`src/rtl/vram_scan_arbiter_if.sv`:
```
// vram_scan_arbiter_if: writer handshakes and framebuffer RAM bus shared by the scanout arbiter.
//   w0_*/w1_*  writer request, word address, data and same-cycle grant
//   ram_*      single-port synchronous RAM access; ram_rdata is valid one cycle after a read
//   master: writers + RAM side, slave: the arbiter
interface vram_scan_arbiter_if #(parameter int ADDR_W = 15);
   logic              w0_req, w1_req;
   logic [ADDR_W-1:0] w0_addr, w1_addr;
   logic [15:0]       w0_data, w1_data;
   logic              w0_gnt, w1_gnt;
   logic              ram_en, ram_we;
   logic [ADDR_W-1:0] ram_addr;
   logic [15:0]       ram_wdata, ram_rdata;
   modport master (
      output w0_req, w1_req, w0_addr, w1_addr, w0_data, w1_data, ram_rdata,
      input  w0_gnt, w1_gnt, ram_en, ram_we, ram_addr, ram_wdata
   );
   modport slave (
      input  w0_req, w1_req, w0_addr, w1_addr, w0_data, w1_data, ram_rdata,
      output w0_gnt, w1_gnt, ram_en, ram_we, ram_addr, ram_wdata
   );
endinterface

```
`src/rtl/vram_scan_arbiter.sv`:
```
// vram_scan_arbiter: shares one framebuffer RAM between fixed-slot scanout fetches and two round-robin writers.
//   clk, reset   pixel clock, asynchronous active-high reset
//   x, y, en     sync generator position and visible-region flag
//   bus          writer handshakes and RAM port (slave side)
//   pix          serialised pixel for the current x/y
//   frame_start  one-cycle pulse after x==0, y==0 is sampled
module vram_scan_arbiter #(
   parameter int H_TOTAL        = 800,
   parameter int V_TOTAL        = 525,
   parameter int V_ACTIVE       = 480,
   parameter int WORDS_PER_LINE = 40,
   parameter int ADDR_W         = 15
) (
   input  logic                clk,
   input  logic                reset,
   input  logic [9:0]          x,
   input  logic [9:0]          y,
   input  logic                en,
   vram_scan_arbiter_if.slave  bus,
   output logic                pix,
   output logic                frame_start
);
   localparam logic [9:0]        X_LINE      = 10'(H_TOTAL - 2);
   localparam logic [9:0]        Y_LAST      = 10'(V_TOTAL - 1);
   localparam logic [9:0]        Y_ACT       = 10'(V_ACTIVE);
   localparam logic [9:0]        X_LAST_WORD = 10'(16 * (WORDS_PER_LINE - 1));
   localparam logic [ADDR_W-1:0] WPL         = ADDR_W'(WORDS_PER_LINE);
   logic [9:0]        y_next;
   logic [10:0]       x_ahead;
   logic              line_fetch, word_fetch, fetch, fetch_d1, ptr, sel1, wr;
   logic [ADDR_W-1:0] fetch_addr;
   logic [15:0]       shreg;
   // word 0 of the next line is fetched near the end of the current one; the
   // remaining words are fetched two pixels ahead of their first column
   assign y_next     = (y == Y_LAST) ? '0 : y + 10'd1;
   assign line_fetch = (x == X_LINE) && (y_next < Y_ACT);
   assign word_fetch = (x[3:0] == 4'd14) && (x < X_LAST_WORD) && (y < Y_ACT);
   assign fetch      = line_fetch | word_fetch;
   assign x_ahead    = {1'b0, x} + 11'd2;
   assign fetch_addr = line_fetch ? ADDR_W'(y_next) * WPL
                                  : ADDR_W'(y) * WPL + ADDR_W'(x_ahead[10:4]);
   // ptr=1 means w1 is preferred on a tie; writes are suppressed during reset
   always_comb begin
      sel1          = bus.w1_req & (~bus.w0_req | ptr);
      wr            = ~reset & ~fetch & (bus.w0_req | bus.w1_req);
      bus.w0_gnt    = wr & ~sel1;
      bus.w1_gnt    = wr & sel1;
      bus.ram_en    = fetch | wr;
      bus.ram_we    = wr;
      bus.ram_addr  = fetch ? fetch_addr : sel1 ? bus.w1_addr : bus.w0_addr;
      bus.ram_wdata = sel1 ? bus.w1_data : bus.w0_data;
   end
   always_ff @(posedge clk or posedge reset) begin
      if (reset) begin
         ptr         <= 1'b0;
         fetch_d1    <= 1'b0;
         shreg       <= '0;
         frame_start <= 1'b0;
      end else begin
         if (wr) ptr <= ~sel1;
         fetch_d1    <= fetch;
         shreg       <= fetch_d1 ? bus.ram_rdata : en ? {shreg[14:0], 1'b0} : shreg;
         frame_start <= (x == 10'd0) && (y == 10'd0);
      end
   end
   assign pix = en & shreg[15];
endmodule

```
`src/flat_wrapper.sv`:
```
// flat-port wrapper written by rule: the top's interface ports become plain ports
module vram_scan_arbiter_flat 
#(
   parameter int H_TOTAL        = 800,
   parameter int V_TOTAL        = 525,
   parameter int V_ACTIVE       = 480,
   parameter int WORDS_PER_LINE = 40,
   parameter int ADDR_W         = 15
)
  (clk, reset, x, y, en, pix, frame_start, bus_w0_req, bus_w1_req, bus_w0_addr, bus_w1_addr, bus_w0_data, bus_w1_data, bus_ram_rdata, bus_w0_gnt, bus_w1_gnt, bus_ram_en, bus_ram_we, bus_ram_addr, bus_ram_wdata);
  vram_scan_arbiter_if #(.ADDR_W(ADDR_W)) bus_i ();
  input  logic clk;
  input  logic reset;
  input  logic [9:0] x;
  input  logic [9:0] y;
  input  logic en;
  output logic pix;
  output logic frame_start;
  input wire logic [$bits(bus_i.w0_req)-1:0] bus_w0_req;
  input wire logic [$bits(bus_i.w1_req)-1:0] bus_w1_req;
  input wire logic [$bits(bus_i.w0_addr)-1:0] bus_w0_addr;
  input wire logic [$bits(bus_i.w1_addr)-1:0] bus_w1_addr;
  input wire logic [$bits(bus_i.w0_data)-1:0] bus_w0_data;
  input wire logic [$bits(bus_i.w1_data)-1:0] bus_w1_data;
  input wire logic [$bits(bus_i.ram_rdata)-1:0] bus_ram_rdata;
  output wire logic [$bits(bus_i.w0_gnt)-1:0] bus_w0_gnt;
  output wire logic [$bits(bus_i.w1_gnt)-1:0] bus_w1_gnt;
  output wire logic [$bits(bus_i.ram_en)-1:0] bus_ram_en;
  output wire logic [$bits(bus_i.ram_we)-1:0] bus_ram_we;
  output wire logic [$bits(bus_i.ram_addr)-1:0] bus_ram_addr;
  output wire logic [$bits(bus_i.ram_wdata)-1:0] bus_ram_wdata;
  assign bus_i.w0_req = bus_w0_req;
  assign bus_i.w1_req = bus_w1_req;
  assign bus_i.w0_addr = bus_w0_addr;
  assign bus_i.w1_addr = bus_w1_addr;
  assign bus_i.w0_data = bus_w0_data;
  assign bus_i.w1_data = bus_w1_data;
  assign bus_i.ram_rdata = bus_ram_rdata;
  assign bus_w0_gnt = bus_i.w0_gnt;
  assign bus_w1_gnt = bus_i.w1_gnt;
  assign bus_ram_en = bus_i.ram_en;
  assign bus_ram_we = bus_i.ram_we;
  assign bus_ram_addr = bus_i.ram_addr;
  assign bus_ram_wdata = bus_i.ram_wdata;
  vram_scan_arbiter #(.H_TOTAL(H_TOTAL), .V_TOTAL(V_TOTAL), .V_ACTIVE(V_ACTIVE), .WORDS_PER_LINE(WORDS_PER_LINE), .ADDR_W(ADDR_W)) u_core (.clk(clk), .reset(reset), .x(x), .y(y), .en(en), .bus(bus_i), .pix(pix), .frame_start(frame_start));
endmodule
```
`config.mk`:
```
export PLATFORM = sky130hd
export DESIGN_NAME = vram_scan_arbiter_flat
export DESIGN_NICKNAME = d
export VERILOG_FILES = /design/src/rtl/vram_scan_arbiter_if.sv /design/src/rtl/vram_scan_arbiter.sv /design/src/flat_wrapper.sv
export SDC_FILE = /design/constraint.sdc
export NUM_CORES = 1
export LEC_CHECK = 0
export BUFFER_PORTS_ARGS = -buffer_cell sky130_fd_sc_hd__buf_4
export CAP_MARGIN = 20
export CORE_MARGIN = 3
export CORE_UTILIZATION = 45
export DETAILED_ROUTE_END_ITERATION = 7
export PLACE_DENSITY = 0.77
export SYNTH_ARGS = -nofsm -noshare
export SYNTH_HDL_FRONTEND = slang
export SYNTH_SLANG_ARGS = --single-unit
```
`constraint.sdc`:
```
create_clock -name clk -period 3.6 [get_ports clk]
set_input_delay 0.18 -clock clk [delete_from_list [all_inputs] [get_ports clk]]
set_output_delay 0.18 -clock clk [all_outputs]
set_load 0.05 [all_outputs]
```
* Word level (Yosys, flattened, before mapping)
Cells that the tools add are included.
** Cells by class
- $lt $le $gt $ge :: 3
- $mul :: 2
- Add/subtract/negate cells :: 3
- Multiplexer cells :: 7
- Reductions and logical operators :: 7
- Equal/unequal tests :: 3
- Bitwise operators :: 14
** Operator list (count)
- $mux 16 :: 3
- $mux 15 :: 3
- $mul 10x3->12 const B :: 2
- $eq 10x10->1 const B :: 2
- $logic_not 10->1 :: 2
- $lt 10x9->1 const B :: 2
- $add 15x7->15 :: 1
- $add 10x2->11 const B :: 1
- $add 10x1->10 const B :: 1
- $lt 10x10->1 const B :: 1
- $mux 10 :: 1
- $and 1x1->1 :: 6
- $eq 4x4->1 const B :: 1
- $logic_and 1x1->1 :: 4
- $not 1->1 :: 4
- $or 1x1->1 :: 4
- $reduce_bool 2->1 :: 1
** Storage, ports and cells
- Word-level logic and storage cells :: 43
- Bits of input ports :: 103
- Output and inout bits :: 37
- Bits in registers :: 19

* Longest topological paths before layout
Gate-level depths: netlist (run 1).
- Depth in word-level cells :: 9
- Depth in mapped cells :: 16
- Mapped depth without buffers :: 16

* Worst setup path before layout (run 1)
No wires, ideal clock.
- Path type :: input to output
- Start point :: in y[8]
- End point :: out bus_ram_addr[11]
- Arrival time :: 3.507 ns
- Data required time :: 3.420 ns
- Path buffers :: 0
- Cell stages on the path :: 12
- Path slack :: -0.087 ns
- Cells stage by stage :: nor4_1 -> nand3b_1 -> nor3_1 -> nor2_1 -> nand2_1 -> inv_1 -> ha_1 -> a21o_1 -> a21oi_1 -> o211ai_1 -> xnor2_1 -> a221oi_1
** On the way
- Cells in the longest elaborated chain, start to end :: 6
- Elaborated cells on any way between the ends :: 13
- Those cells by class :: 2 x add/sub; 2 x mul; 2 x order compare; 1 x eq/ne; 3 x mux; 1 x bitwise; 2 x reduce/logical
** Ends and longest elaborated chain
- start: declaration :: line flat_wrapper.sv:15 : input logic [9:0] y;
- branches (longest 5 deep; another with $mul 10x3->12)
- $mux 15 (*) :: line vram_scan_arbiter.sv:50 : bus.ram_addr = fetch ? fetch_addr : sel1 ? bus.w1_addr : bus.w0_addr;
- end: declaration :: line flat_wrapper.sv:30 : output wire logic [$bits(bus_i.ram_addr)-1:0] bus_ram_addr;
Mark *: on every way between the ends.

* Final worst setup path (run 1)
- Start point :: in x[2]
- End point :: out bus_ram_addr[12]
** On the way
- Cells in the longest elaborated chain, start to end :: 5
- Elaborated cells on any way between the ends :: 11
- Those cells by class :: 2 x add/sub; 1 x order compare; 2 x eq/ne; 2 x mux; 1 x bitwise; 3 x reduce/logical
** Ends and longest elaborated chain
- start: declaration :: line flat_wrapper.sv:14 : input logic [9:0] x;
- branches (longest 4 deep; another with $add 15x7->15)
- $mux 15 (*) :: line vram_scan_arbiter.sv:50
Marks and branches as above.

==> results of run 1 <==
-- stage by stage --
stage               std cells  worst slack, ps  hold slack, ps  utilization  cell area, µm²
global placement          581              433             371        0.642            4190
global route              585             28.6             137        0.649            4240
detailed placement        581              355             392        0.642            4190
floorplan                 379              189             137            -            3120
finish                    585              417            91.9        0.649            4240
CTS                       585              356             111        0.649            4240
-- flip-flops by register name (all words and copies together) (netlist names) --
signal and cells:
u_core.shreg 16, u_core.fetch_d1 1, u_core.frame_start 1, u_core.ptr 1
-- final cells by class --
| class | instances | area [µm²] | share of cell area |
|---|---|---|---|
| Clock buffer | 4 | 45.0 | 0.0106 |
| Timing Repair Buffer | 142 | 1070 | 0.252 |
| Inverter | 16 | 60.1 | 0.0142 |
| Tap cell | 77 | 96.3 | 0.0227 |
| Multi-Input combinational cell | 327 | 2490 | 0.589 |
| Sequential cell | 19 | 475 | 0.112 |
-- worst paths after layout --
kind	startpoint	end	slack [ps]	depth (start not counted)
worst max-delay path	x[2]	bus_ram_addr[12]	420	14
worst min-delay path	reset	u_core.ptr$_DFFE_PP0N_	90	2
min in group clk	bus_ram_rdata[14]	u_core.shreg[14]$_DFFE_PP0P_	130	3
worst max register to register	u_core.fetch_d1$_DFF_PP0_	u_core.shreg[12]$_DFFE_PP0P_	2330	1
worst min register to register	u_core.ptr$_DFFE_PP0N_	u_core.ptr$_DFFE_PP0N_	560	2
max in group asynchronous	reset	u_core.shreg[10]$_DFFE_PP0P_	3020	2
-- critical path: stages --
cell and delay [ps]:
buf_4 80, and3_1 260, and3_1 270, nand3_1 130, xnor2_1 260, ha_1 290, a211o_1 270, a21oi_1 230
nor4_2 80, and3_1 230, xnor2_1 140, a211oi_1 270, a21o_1 110, buf_4 190
-- logic make-up (layout without fill, tap and decap cells) --
family,Yosys count,in the layout,share of synthesized area
flops,19,19,0.153
fa+ha+maj,37,37,0.156
simple gates,121,121,0.193
buf+inv,33,162,0.0490
mux,43,43,0.145
xor+xnor,34,34,0.0955
compound gates,92,92,0.209
-- routing by layer --
layer,track usage,up-vias,part of all wire
met5,0,-,0
met4,0.0325,0,0.0099
met3,0.0332,10,0.083
met2,0.428,124,0.49
met1,0.297,1481,0.41
li1,-,1635,-
-- power by group through the flow --
stage	sequential (µW)	clock (µW)	combinational, µW
2_1_floorplan	274	0	536
3_3_place_gp	279	0	768
3_5_place_dp	282	0	780
4_1_cts	278	152	784
5_1_grt	285	161	855
6_report	279	148	784
-- cells in the final DEF, fill, tap and decap left out, types with 4 or more instances in the layout --
cell type	instances
nand2_1	43
dfrtp_1	19
inv_1	15
mux2i_1	26
mux2_2	17
ha_1	34
xnor2_1	22
nand4_1	5
o21ai_0	27
a21o_1	8
and3_1	4
and2_1	5
nor2_1	24
nor2b_1	5
nor3_1	5
a211oi_1	7
a21oi_1	21
xor2_1	12
buf_4	142
nand3_1	12
==> results.yml, run 1 <==
global_routing:
  grt_max_degree: 33
  grt_overflow: 0
  track_usage: 0.234
  grt_pass1_wl_um: 14700
  grt_pass1_vias: 3052
  antenna_found_initial: 0
route:
  drtIter0Drc: 150
  via_per_inst: 5.56
  via_count: 3250
  wl_um: 9620
  ant_nets: 0
  wl_per_cell_um: 16.4
  drc: 0
  dr.pass1.iters: 4
timing:
  max_freq_mhz: 314
  rsz0062_at_grt: "false"
  timing.final.crit_share: 0.884
  finalMaxSlewViolations: 0
  layout_min_cycle_time_ps: 3180
  hold_viol: 0
  clock_skew_ps: 7.59
  setup_tns_ps: 0
  worst_pin_slew_ps: 807
  setup_viol: 0
  slew_headroom: 0.462
floorplanning:
  core_um2: 6530
  die_x_um: 89.2
  rows: 29
  die_area_um2: 7960
  initial_core_util: 0.477
  io_pins: 140
  fp.dieH_um: 89.2
synthesis:
  synth_warnings: 0
  async_flop_share: 1.00
  ys_seq_area_frac: 0.153
  synth_common_cells: "nand2_1, ha_1, o21ai_0, mux2i_1, nor2_1"
  synth_seq_cells: 19
  synth_top_cell_by_area: "dfrtp_1"
  yosysUniqueCellTypes: 57
  synth_cells: 379
  synthesis.nets: 519
  synth.top_cell.area_share: 0.153
  synthTopCellsByArea: "dfrtp_1, ha_1, mux2i_1, xnor2_1, mux2_2"
  synth_area_um2: 3120
  avgSynthCellArea_um2: 8.22
  synth_edf_count: 0
  synth_flop_cell: "dfrtp_1"
  synth.most_common_cell: "nand2_1"
clocking:
  clock_sinks: 19
  cts_resized: 0
  clk_pin_slew_worst_paths_ps: 70
  clock_path_buffers: 2
  cts_root_buf: "clkbuf_8"
  cts_buffers: 3
  cts_setup_buffers: 0
  cts_hold_buf: 0
  clock_latency_ps: 260
  cts_tree: "done"
  htree_num_levels: 1
flow_run:
  max_cap_violations: 0
power_and_ir_drop:
  peakVddDrop_uv: 164
  p_total_uw: 1210
  power_density_nw_per_um2: 286
  power_leakage_uw: 0.00208
  p_clk_frac: 0.122
  comb_power_share: 0.648
  p_int_uw: 664
  power.net_switching_uw: 546
  swShare: 0.451
  seqPwrFrac: 0.230
critical_path:
  cp.arrival_ps: 3000
  crit_fanout: 4
  worstPathRequired_ps: 3420
  path_class: "input pin to output port"
  end_kind: "output port"
  cp-start-kind: "input pin"
cells_and_area:
  syn_to_final_growth_pct: 36.0
  fill_cells: 593
  drive_gt1_frac: 0.350
  antenna_cells: 0
  nets: 649
run_status:
  status: "complete, no violations"
placed_design:
  hpwl_um: 8120
  port_buffers: 139
  gp_congestion: 0.829
min_path:
  hold_path.class: "input pin to asynchronous set/reset pin"
No activity file was read; power rests on OpenSTA's default activity.
==> run 2, diff against run 1 <==
--- a/config.mk
+++ b/config.mk
@@ -11,6 +11,7 @@
 export CORE_UTILIZATION = 45
 export DETAILED_ROUTE_END_ITERATION = 7
 export PLACE_DENSITY = 0.77
+export RECOVER_POWER = 25
 export SYNTH_ARGS = -nofsm -noshare
 export SYNTH_HDL_FRONTEND = slang
 export SYNTH_SLANG_ARGS = --single-unit
==> run 2 against run 1 <==
  * Highest routed layer unchanged
  * Sequential cell count unchanged
  * Largest cell class unchanged
  * Non-clock buffer count unchanged
  * Critical endpoint is now bus_ram_addr[14]
  * Clock skew decreased by 0.77 ps
  * Total power decreased by 0.13%
  * Count of clock-buffer cells in the layout unchanged
  * Utilization decreased by 0.057 points
  * Die area unchanged
  * Wire length about the same
  * Design area about the same
  * Cell count unchanged
  * Global-route usage unchanged
  * Critical path depth increased by 4
==> results.yml, run 2 (synthesis results as in run 1) <==
critical_path:
  cpMaxStageDelayCell: "nor4_1"
  cp-start-kind: "input pin"
  cp.arrival_ps: 3000
  crit_chain: "buf_4 -> nor4_1 -> nand3b_1 -> nor3_1 -> buf_4 -> nor2_1 -> ha_1 -> ha_1 -> inv_1 -> fa_1 -> nor2b_1 -> o21a_1 -> o21ai_1 -> a21oi_1 -> o21a_1 -> o21ai_0 -> o221ai_1 -> buf_4"
  end_kind: "output port"
  reg2reg_to: "u_core.shreg[12]$_DFFE_PP0P_"
  crit_top_cell: "buf_4"
  rrSetupSlack_ps: 2340
  critPathTopFamily: "compound AO/OA/AOI/OAI gates"
  cp.buffers_inverters: 4
  path_class: "input pin to output port"
  worstPathRequired_ps: 3420
  r2r_start: "u_core.fetch_d1$_DFF_PP0_"
  ff2ff_path_depth: 1
  crit_fanout: 8
  slowest_delay_ps: 310
global_routing:
  grt_pass1_vias: 3052
  antenna_found_initial: 0
  grt_pass1_wl_um: 14700
  grt_max_degree: 33
  grt_overflow: 0
  track_usage: 0.234
min_path:
  hold_path.class: "input pin to asynchronous set/reset pin"
clocking:
  cts_setup_buffers: 0
  clk_pin_slew_worst_paths_ps: 70
  cts_tree: "done"
  htree_num_levels: 1
  clock_path_buffers: 2
  cts_root_buf: "clkbuf_8"
  clock_sinks: 19
  cts_buffers: 3
  clock_latency_ps: 260
timing:
  setup_viol: 0
  worst_pin_slew_ps: 800
  slew_headroom: 0.467
  clock_skew_ps: 6.81
  rsz0062_at_grt: "false"
  hold_viol: 0
  setup_tns_ps: 0
  hold_ws_ps: 126
  finalMaxSlewViolations: 0
  layout_min_cycle_time_ps: 3180
  timing.final.crit_share: 0.884
  max_freq_mhz: 314
floorplanning:
  io_pins: 140
  fp.dieH_um: 89.2
  initial_core_util: 0.477
  die_area_um2: 7960
  core_um2: 6530
  die_x_um: 89.2
  rows: 29
placed_design:
  gp_congestion: 0.829
  port_buffers: 139
  hpwl_um: 8120
  placed_area_um2: 4190
route:
  ant_nets: 0
  dr.pass1.iters: 4
  wl_um: 9610
  wl_per_cell_um: 16.4
  via_count: 3229
  drc: 0
  drtIter0Drc: 152
  via_per_inst: 5.52
cells_and_area:
  fin_util: 0.648
  drive_gt1_frac: 0.348
  layout_common_cells: "buf_4, nand2_1, ha_1"
  nets: 649
  syn_to_final_growth_pct: 35.8
  layout_commonest_cell: "buf_4"
  fill_cells: 594
  final_cell_area_um2: 4230
  largest_register: "u_core.shreg"
  antenna_cells: 0
  largest_reg_flops: 16
power_and_ir_drop:
  seqPwrFrac: 0.230
  swShare: 0.451
  power_density_nw_per_um2: 285
  power.net_switching_uw: 545
  peakVddDrop_uv: 163
  comb_power_share: 0.648
  power_leakage_uw: 0.00207
  p_clk_frac: 0.122
  p_int_uw: 664
flow_run:
  max_cap_violations: 0
run_status:
  status: "complete, no violations"
==> run 2: through the flow <==
| stage | power, µW | instances | worst slack, ps |
|---|---|---|---|
| 2_1_floorplan | 810 | 379 | 189 |
| 3_3_place_gp | 1050 | 581 | 433 |
| 3_5_place_dp | 1060 | 581 | 355 |
| 4_1_cts | 1210 | 585 | 356 |
| 5_1_grt | 1300 | 585 | 28.6 |
| 6_report | 1210 | 585 | 416 |
==> run 2: cell type report <==
type	instances	area, µm²	share of cell area
inverter	16	60.1	0.0142
clock buffer	4	45.0	0.0106
tap	77	96.3	0.0228
sequential	19	475	0.112
timing repair buffer	142	1060	0.251
multi-input combinational	327	2490	0.589
==> run 2: worst max-delay path by stage <==
| stage | start | endpoint | slack (ps) | cells after the start |
|---|---|---|---|---|
| global route | y[8] | bus_ram_addr[14] | 30 | 18 |
| floorplan | x[2] | bus_ram_addr[8] | 190 | 11 |
| finish | y[8] | bus_ram_addr[14] | 420 | 18 |
| global placement | y[8] | bus_ram_addr[14] | 430 | 18 |
| detailed placement | y[8] | bus_ram_addr[14] | 360 | 18 |
| CTS | y[8] | bus_ram_addr[14] | 360 | 18 |
==> run 2: repair_timing <==
item | CTS | global route
resized for setup | 0 | 1
setup endpoints to repair | 0 | 1
hold buffers | 0 | 0
==> run 2: power by group through the flow <==
stage                     sequential, µW  combinational (µW)  clock [µW]
after floorplan                      274                 536           0
after global placement               279                 768           0
after detailed placement             282                 780           0
after CTS                            278                 784         152
after global routing                 285                 855         161
final                                278                 783         147
==> run 2: per-layer routing <==
| layer | GRT usage | up-vias | share of wire |
|---|---|---|---|
| li1 | - | 1634 | - |
| met1 | 0.297 | 1476 | 0.42 |
| met2 | 0.428 | 111 | 0.49 |
| met3 | 0.0332 | 8 | 0.081 |
| met4 | 0.0325 | 0 | 0.0085 |
| met5 | 0 | - | 0 |
==> run 3, diff against run 2 <==
==> constraint.sdc (replaced) <==
create_clock -name clk -period 3.4 [get_ports clk]
set_input_delay 0.17 -clock clk [delete_from_list [all_inputs] [get_ports clk]]
set_output_delay 0.17 -clock clk [all_outputs]
set_load 0.05 [all_outputs]
==> run 3 against run 2 <==
  * Worst hold slack got worse by 26 ps
  * Non-clock buffer count is 1 higher
  * Largest cell class unchanged
  * Critical path depth shrank 4
  * Utilization increased by 0.40 points
  * Highest routed layer unchanged
  * Critical endpoint is now bus_ram_addr[12]
  * Sequential cell count is the same
  * Sequential share of layout area fell by 0.069 points
  * Largest power group unchanged
  * Via count increased by 1.3%
==> results.yml, run 3 (synthesis results as in run 1) <==
run_status:
  status: "complete, no violations"
cells_and_area:
  nets: 650
  fill_cells: 595
  drive_gt1_frac: 0.356
  final-seq-area_um2: 475
  layout_commonest_cell: "buf_4"
  largest_reg_flops: 16
  antenna_cells: 0
  syn_to_final_growth_pct: 36.7
  layout_common_cells: "buf_4, nand2_1, ha_1"
  largest_register: "u_core.shreg"
  multi_input_area_um2: 2510
clocking:
  cts_tree: "done"
  cts_root_buf: "clkbuf_8"
  htree_num_levels: 1
  clock_path_buffers: 2
  clock_latency_ps: 260
  clk_pin_slew_worst_paths_ps: 70
  cts_buffers: 3
  cts_hold_buf: 0
  clock_sinks: 19
  cts_resized: 0
  cts_setup_buffers: 0
critical_path:
  path_class: "input pin to output port"
  cp.arrival_ps: 3010
  cp-start-kind: "input pin"
  crit_fanout: 4
  worstPathRequired_ps: 3230
  end_kind: "output port"
global_routing:
  antenna_found_initial: 0
  grt_pass1_vias: 3102
  grt.busiest_layer: "met2"
  gr-usage-met2: 0.429
  track_usage: 0.234
  met3_usage: 0.0304
  grt_max_degree: 33
  grt_overflow: 0
  grt_pass1_wl_um: 14800
  met1_usage: 0.297
route:
  ant_nets: 0
  wl_per_cell_um: 16.3
  via_per_inst: 5.58
  drc: 0
  wl_um: 9540
  drtIter0Drc: 179
  dr.pass1.iters: 4
  via_count: 3271
power_and_ir_drop:
  p_int_uw: 703
  power_leakage_uw: 0.00209
  power.net_switching_uw: 580
  power_density_nw_per_um2: 301
  swShare: 0.452
  seqPwrFrac: 0.231
  comb_power_share: 0.646
  peakVddDrop_uv: 148
  p_clk_frac: 0.123
timing:
  max_freq_mhz: 315
  layout_min_cycle_time_ps: 3180
  finalMaxSlewViolations: 0
  hold_ws_ps: 100
  worst_pin_slew_ps: 813
  timing.final.crit_share: 0.934
  hold_viol: 0
  slew_headroom: 0.458
  clock_skew_ps: 3.70
  rsz0062_at_grt: "false"
  setup_tns_ps: 0
  setup_viol: 0
floorplanning:
  core_um2: 6530
  initial_core_util: 0.477
  fp.dieH_um: 89.2
  rows: 29
  io_pins: 140
  die_x_um: 89.2
  die_area_um2: 7960
min_path:
  hold_path.class: "input pin to asynchronous set/reset pin"
placed_design:
  gp_congestion: 0.829
  port_buffers: 139
  hpwl_um: 8110
flow_run:
  max_cap_violations: 0
[run 3: cell count changes in the layout (fill, tap and decap cells not counted)]
cell     delta
nor4_2      +1
nor3_1      -1
nor3_2      +1
xnor2_2     +1
nor4_1      -1
buf_4       +1
xnor2_1     -1
[run 3: worst max-delay path, stage by stage]
cell      delay (ps)
buf_4             80
and3_1           260
and3_1           270
nand3_1          160
xnor2_2          220
ha_1             280
a211o_1          270
a21oi_1          230
nor4_2            80
and3_1           220
xnor2_1          150
a211oi_1         280
a21o_1           140
buf_4            200
[run 3: metrics by stage]
| stage | setup slack, ps | power (µW) | std cells | util | area (µm²) |
|---|---|---|---|---|---|
| final | 224 | 1280 | 586 | 0.652 | 4260 |
| after global routing | 42.9 | 1380 | 586 | 0.652 | 4260 |
| after CTS | 163 | 1290 | 586 | 0.650 | 4250 |
| after detailed placement | 165 | 1130 | 582 | 0.643 | 4200 |
| after global placement | 233 | 1110 | 582 | 0.643 | 4200 |
| after floorplan | 9.23 | 857 | 379 | - | 3120 |
[run 3: path summary, 6_finish.rpt]
check                                           from                      endpoint  slack [ps]  cells past startpoint
max in group asynchronous                      reset  u_core.shreg[10]$_DFFE_PP0P_        2830                      2
hold / removal                                 reset     u_core.fetch_d1$_DFF_PP0_         100                      2
setup / recovery                                x[2]              bus_ram_addr[12]         220                     14
setup reg to reg           u_core.fetch_d1$_DFF_PP0_   u_core.shreg[8]$_DFFE_PP0P_        2110                      1
hold reg to reg               u_core.ptr$_DFFE_PP0N_        u_core.ptr$_DFFE_PP0N_         560                      2
min in group clk                   bus_ram_rdata[13]  u_core.shreg[13]$_DFFE_PP0P_         110                      3
[run 3: layout make-up]
cell class | instances | share of cell area
clock buffers | 4 | 0.0106
inverters | 16 | 0.0141
multi-input cells | 327 | 0.590
flip-flops and latches | 19 | 0.112
well taps | 77 | 0.0226
repair buffers | 143 | 0.251
[run 3: layer usage]
metal	vias to the layer above	part of all wire
li1	1637	-
met1	1503	0.41
met2	119	0.49
met3	12	0.091
met4	0	0.0074
met5	-	0
[run 3: power groups by stage]
stage | Clock, µW | Combinational (µW) | Sequential (µW)
global route | 172 | 907 | 303
finish | 158 | 829 | 296
floorplan | 0 | 567 | 290
CTS | 163 | 829 | 295
global placement | 0 | 812 | 296
detailed placement | 0 | 826 | 299
